==> src/rtl/intc_pkg.sv <==
// Shared definitions for the intc_ctrl interrupt controller: register offsets,
// FSM state encoding and register bit positions.
package intc_pkg;

    localparam logic [1:0] INTC_PEND = 2'd0;
    localparam logic [1:0] INTC_EN   = 2'd1;
    localparam logic [1:0] INTC_VEC  = 2'd2;
    localparam logic [1:0] INTC_CMD  = 2'd3;

    localparam int VEC_ACT       = 15;
    localparam int CMD_EOI       = 0;
    localparam int CMD_SWSET_LSB = 8;

    typedef enum logic [1:0] {
        IDLE = 2'd0,
        REQ  = 2'd1,
        SRV  = 2'd2
    } intc_state_e;

endpackage

==> src/rtl/intc_prio_enc.sv <==
// Lowest-index-wins priority encoder over the enabled pending vector.
module intc_prio_enc #(
    parameter int N_SRC = 4,
    parameter int SRC_W = 3
) (
    input  logic [N_SRC-1:0] req_i,
    output logic             any_o,
    output logic [SRC_W-1:0] id_o
);

    // Scan upward; only the first set bit latches its index.
    always_comb begin
        any_o = 1'b0;
        id_o  = '0;
        for (int i = 0; i < N_SRC; i++) begin
            id_o  = (req_i[i] && !any_o) ? SRC_W'(i) : id_o;
            any_o = any_o | req_i[i];
        end
    end

endmodule

==> src/rtl/intc_ctrl.sv <==
// Memory-mapped interrupt controller: edge capture, enable mask, fixed priority,
// vector readback and EOI sequencing. Optional input synchronizer: INTC_SYNC_EN.
module intc_ctrl
    import intc_pkg::*;
#(
    parameter int N_SRC = 4,
    parameter int SRC_W = 3
) (
    input  logic             clk,
    input  logic             rst,
    input  logic             sel,
    input  logic [1:0]       addr,
    input  logic             we,
    input  logic [15:0]      din,
    output logic [15:0]      dout,
    input  logic [N_SRC-1:0] intp_ext,
    output logic             int_vld,
    input  logic             int_rdy
);

    logic [N_SRC-1:0] samp_s, edge_s, w1c_s, swset_s, ackclr_s;
    logic [N_SRC-1:0] prev_q, pend_q, pend_d, en_q, en_d;
    logic [SRC_W-1:0] vec_id_q, vec_id_d, id_s;
    logic             vec_act_q, vec_act_d, vld_q, vld_d;
    logic             any_s, eoi_s, ack_s;
    logic             unused_din_s;
    intc_state_e      state_q, state_d;

    assign unused_din_s = ^din;

`ifdef INTC_SYNC_EN
    logic [N_SRC-1:0] sync1_q, sync2_q;

    // Two-flop synchronizer for asynchronous interrupt lines.
    always_ff @(posedge clk or posedge rst) begin
        if (rst) begin
            sync1_q <= '0;
            sync2_q <= '0;
        end else begin
            sync1_q <= intp_ext;
            sync2_q <= sync1_q;
        end
    end
    assign samp_s = sync2_q;
`else
    assign samp_s = intp_ext;
`endif

    intc_prio_enc #(.N_SRC(N_SRC), .SRC_W(SRC_W)) u_prio (
        .req_i (pend_q & en_q),
        .any_o (any_s),
        .id_o  (id_s)
    );

    // Bus writes and pending update; any set source beats both clear sources.
    always_comb begin
        edge_s   = samp_s & ~prev_q;
        w1c_s    = '0;
        swset_s  = '0;
        eoi_s    = 1'b0;
        en_d     = en_q;
        ackclr_s = ack_s ? (N_SRC'(1'b1) << id_s) : '0;
        if (sel && we) begin
            case (addr)
                INTC_PEND: w1c_s = din[N_SRC-1:0];
                INTC_EN:   en_d  = din[N_SRC-1:0];
                INTC_CMD: begin
                    eoi_s   = din[CMD_EOI];
                    swset_s = din[CMD_SWSET_LSB +: N_SRC];
                end
                default:   w1c_s = '0;
            endcase
        end else begin
            en_d = en_q;
        end
        pend_d = (pend_q & ~w1c_s & ~ackclr_s) | edge_s | swset_s;
    end

    // Request/service sequencing; int_vld is the registered REQ indication.
    always_comb begin
        state_d   = state_q;
        vld_d     = 1'b0;
        ack_s     = 1'b0;
        vec_act_d = vec_act_q;
        vec_id_d  = vec_id_q;
        case (state_q)
            IDLE: begin
                if (any_s) begin
                    state_d = REQ;
                    vld_d   = 1'b1;
                end else begin
                    state_d = IDLE;
                end
            end
            REQ: begin
                if (int_rdy && any_s) begin
                    ack_s     = 1'b1;
                    state_d   = SRV;
                    vec_act_d = 1'b1;
                    vec_id_d  = id_s;
                end else if (!any_s) begin
                    state_d = IDLE;
                end else begin
                    vld_d = 1'b1;
                end
            end
            SRV: begin
                if (eoi_s) begin
                    state_d   = IDLE;
                    vec_act_d = 1'b0;
                    vec_id_d  = '0;
                end else begin
                    state_d = SRV;
                end
            end
            default: state_d = IDLE;
        endcase
    end

    // State and register storage.
    always_ff @(posedge clk or posedge rst) begin
        if (rst) begin
            state_q   <= IDLE;
            prev_q    <= '0;
            pend_q    <= '0;
            en_q      <= '0;
            vec_act_q <= 1'b0;
            vec_id_q  <= '0;
            vld_q     <= 1'b0;
        end else begin
            state_q   <= state_d;
            prev_q    <= samp_s;
            pend_q    <= pend_d;
            en_q      <= en_d;
            vec_act_q <= vec_act_d;
            vec_id_q  <= vec_id_d;
            vld_q     <= vld_d;
        end
    end

    assign int_vld = vld_q;

    // Read mux; unused bits and deselected reads return zero.
    always_comb begin
        dout = 16'h0000;
        if (sel) begin
            case (addr)
                INTC_PEND: dout[N_SRC-1:0] = pend_q;
                INTC_EN:   dout[N_SRC-1:0] = en_q;
                INTC_VEC: begin
                    dout[VEC_ACT]   = vec_act_q;
                    dout[SRC_W-1:0] = vec_id_q;
                end
                default:   dout = 16'h0000;
            endcase
        end else begin
            dout = 16'h0000;
        end
    end

endmodule

==> config.mk <==
export PLATFORM = sky130hd
export DESIGN_NAME = intc_ctrl
export DESIGN_NICKNAME = d
export VERILOG_FILES = /design/src/rtl/intc_pkg.sv /design/src/rtl/intc_prio_enc.sv /design/src/rtl/intc_ctrl.sv
export SDC_FILE = /design/constraint.sdc
export NUM_CORES = 1
export LEC_CHECK = 0
export ABC_AREA = 1
export CAP_MARGIN = 15
export CORE_MARGIN = 3
export CORE_UTILIZATION = 40
export DETAILED_ROUTE_END_ITERATION = 6
export PLACE_DENSITY_LB_ADDON = 0.1
export REMOVE_ABC_BUFFERS = 1
export SYNTH_ARGS = -nofsm -noshare
export SYNTH_HDL_FRONTEND = slang
export SYNTH_SLANG_ARGS = --single-unit
==> constraint.sdc <==
create_clock -name clk -period 2.1 [get_ports clk]
set_clock_uncertainty 0.05 [all_clocks]
set_input_delay 0.42 -clock clk [delete_from_list [all_inputs] [get_ports clk]]
set_output_delay 0.42 -clock clk [all_outputs]
set_load 0.05 [all_outputs]
==> flow_summary.ini <==
[run_status]
status = complete, no violations

[route]
viasPerCell = 4.58
wl_per_cell_um = 11.4
ant_nets = 0
drtPass1Iterations = 4
drt-initial-drc-count = 24
drt_wl_total_mm = 2.41
drc = 0
vias = 972

[placement]
placed_cells = 207
gp_congestion = 0.796
hpwl_mm = 1.97
pre_cts_slack_ns = -0.0479
portBuffers = 24

[setup_path]
path_class = flip-flop to output pin
critPathTopFamily = buffers and inverters
crit_path_start_kind = flip-flop
critical_path.max_stage_delay_ns = 0.80
endpoint_kind = output pin
r2r_end = state_q[0]
slowest_stage = clkdlybuf4s50_1
r2r_slack_ns = 0.71
critPathArrivalTime_ns = 1.43
worst_ep_required_time_ns = 1.63
crit_buf_inv = 1
r2r-start = state_q[1]
rr_worst_depth = 6
path_cells = clkdlybuf4s50_1
crit_fanout = 1

[logic_synthesis]
syn_inst = 148
syn_area_um2 = 1170
ys_warn_count = 0
syn_avg_cell_area_um2 = 7.94
yosysSeqAreaShare_pct = 38.3
yosysTopAreaCell = dfrtp_1
yosysTopAreaCellShare_pct = 38.3
synth_area_leaders = dfrtp_1, nand2_1, inv_1
ys_ff_latch = 18
synthDistinctLibCells = 25

[sta]
tightest_slew_ns = 0.497
fmax_mhz = 527
setup_viol = 0
rsz0062_at_grt = no
report.final.slew_viol_count = 0
relSlewSlack_pct = 66.8
worst_slack_ns = 0.201
hold_viol = 0
layout_min_cycle_time_ns = 1.90
finalCritPeriodShare_pct = 90.4

[cells_and_area]
area_delta_synth_final_pct = 32.8
antennaDiodeCount = 0
finalNonFillerCells = 212
multi_input_area_um2 = 601
layout-drive-gt1-share_pct = 22.1
nets = 213
nFillCells = 265
finish.utilization_pct = 56.1
regArea_um2 = 450

[global_routing]
grt_pass1_wl_mm = 3.94
grt_max_degree = 13
grt_pass1_vias = 926
grt_use_total_pct = 14.3
grt_overflow = 0
antenna_found_initial = 0

[min_path]
hold_class = primary input to async pin

[cts]
cts_hold_buf = 0
cts.reportedPaths.clkPinSlew_ns = 0.11
clkSinkCount = 18
cts_root_buffer = clkbuf_4
cts_tree = built
numCtsBuffers = 3
clock_latency_ns = 0.29
clockBufferDepth = 2
htree_levels = 1

[pwr]
vdd_drop_max_uv = 800
power_density_nw_per_um2 = 924
power.leakage_nw = 0.813
p_total_mw = 1.44

[die]
dieWidth_um = 60.2
die_y_um = 60.2
core-area_um2 = 2780
start_util_pct = 42.2
placementRows = 19
dieArea_um2 = 3620
pin_count = 44

[run]
drv_cap = 0
==> cells in the final DEF (no fill, tap or decap) <==
master / n
nand2_1: 36
inv_1: 21
dfrtp_1: 18
clkdlybuf4s50_1: 17
conb_1: 11
nand3_1: 10
nand2_2: 6
nor2_1: 6
buf_4: 6
nor2_4: 5
buf_12: 5
inv_2: 4
o21ai_0: 4
ha_1: 4
nand2_4: 3
a22oi_1: 3
clkbuf_4: 3
mux2_4: 2
a21oi_2: 2
nand4_1: 2
nor3_1: 2
dlymetal6s2s_1: 2
o21a_1: 1
nand3_2: 1
nor2_2: 1
o221ai_1: 1
nand3b_1: 1
o31ai_1: 1
o21ai_2: 1
a21oi_1: 1
clkbuf_8: 1
==> cell usage after synthesis, drive strengths merged <==
cell type,instances
ha,4
nand3,11
o221ai,1
nor2,12
a21oi,3
o21a,1
nor3,2
dfrtp,18
o31ai,1
nand3b,1
buf,11
mux2,2
nand2,45
conb,1
o21ai,5
inv,25
nand4,2
a22oi,3
==> cell families (layout without fill, tap and decap cells) <==
| logic type | after synthesis | count (layout) | share of synthesized area [%] |
|---|---|---|---|
| other cells | 1 | 11 | 0.319 |
| buf+inv | 36 | 59 | 15.0 |
| mux | 2 | 2 | 2.56 |
| fa+ha+maj | 4 | 4 | 4.26 |
| simple gates | 73 | 73 | 31.8 |
| compound gates | 14 | 14 | 7.67 |
| flops | 18 | 18 | 38.3 |
==> layer usage <==
layer	track usage, %	share of wire [%]	vias to the layer above	wire length, um
li1	-	-	505	-
met1	18.6	45	438	1090
met5	0	0	-	0
met4	4.11	0.66	0	16
met2	23.9	48	27	1150
met3	2.59	6.4	2	154
==> state kept, by name, indices dropped and copies added, names as in the netlist <==
signal	flops
prev_q	4
vec_id_q	2
en_q	4
vec_act_q	1
state_q	2
pend_q	4
int_vld	1
==> report_power, final <==
| part | internal [mW] | total (mW) | leakage, nW | switching, mW |
|---|---|---|---|---|
| Clock | 0.105 | 0.218 | 0.0210 | 0.113 |
| Sequential | 0.435 | 0.503 | 0.209 | 0.0679 |
| Combinational | 0.280 | 0.720 | 0.583 | 0.440 |
==> worst max path at each step <==
| stage | slack, ns | from | cells past startpoint | end |
|---|---|---|---|---|
| finish | 0.20 | int_vld | 1 | int_vld |
| global route | 0.13 | int_vld | 1 | int_vld |
| CTS | 0.002 | addr[1] | 7 | dout[3] |
| detailed placement | -0.05 | addr[1] | 7 | dout[3] |
| global placement | -0.02 | addr[1] | 7 | dout[3] |
| floorplan | 0.09 | addr[0] | 5 | dout[2] |
==> through the flow <==
step / hold slack (ns) / cell area, um2 / setup TNS [ns]
floorplan: 0.309 / 1130 / 0
global placement: 0.411 / 1500 / -0.0629
detailed placement: 0.421 / 1500 / -0.114
CTS: 0.292 / 1540 / 0
global route: 0.293 / 1560 / 0
finish: 0.289 / 1560 / 0
==> layout make-up <==
class,instances,area share [%]
Multi-Input combinational cell,104,38.5
Sequential cell,18,28.9
Timing Repair Buffer,30,21.8
Inverter,25,6.01
Tap cell,31,2.49
Clock buffer,4,2.33
==> what timing repair did <==
item	CTS	global route
endpoints found under the setup margin	4	5
pin swaps	1	2
cloned	0	0
setup buffers	0	1
resized for setup	4	5
Note: power is estimated with default switching activity, not from simulation.
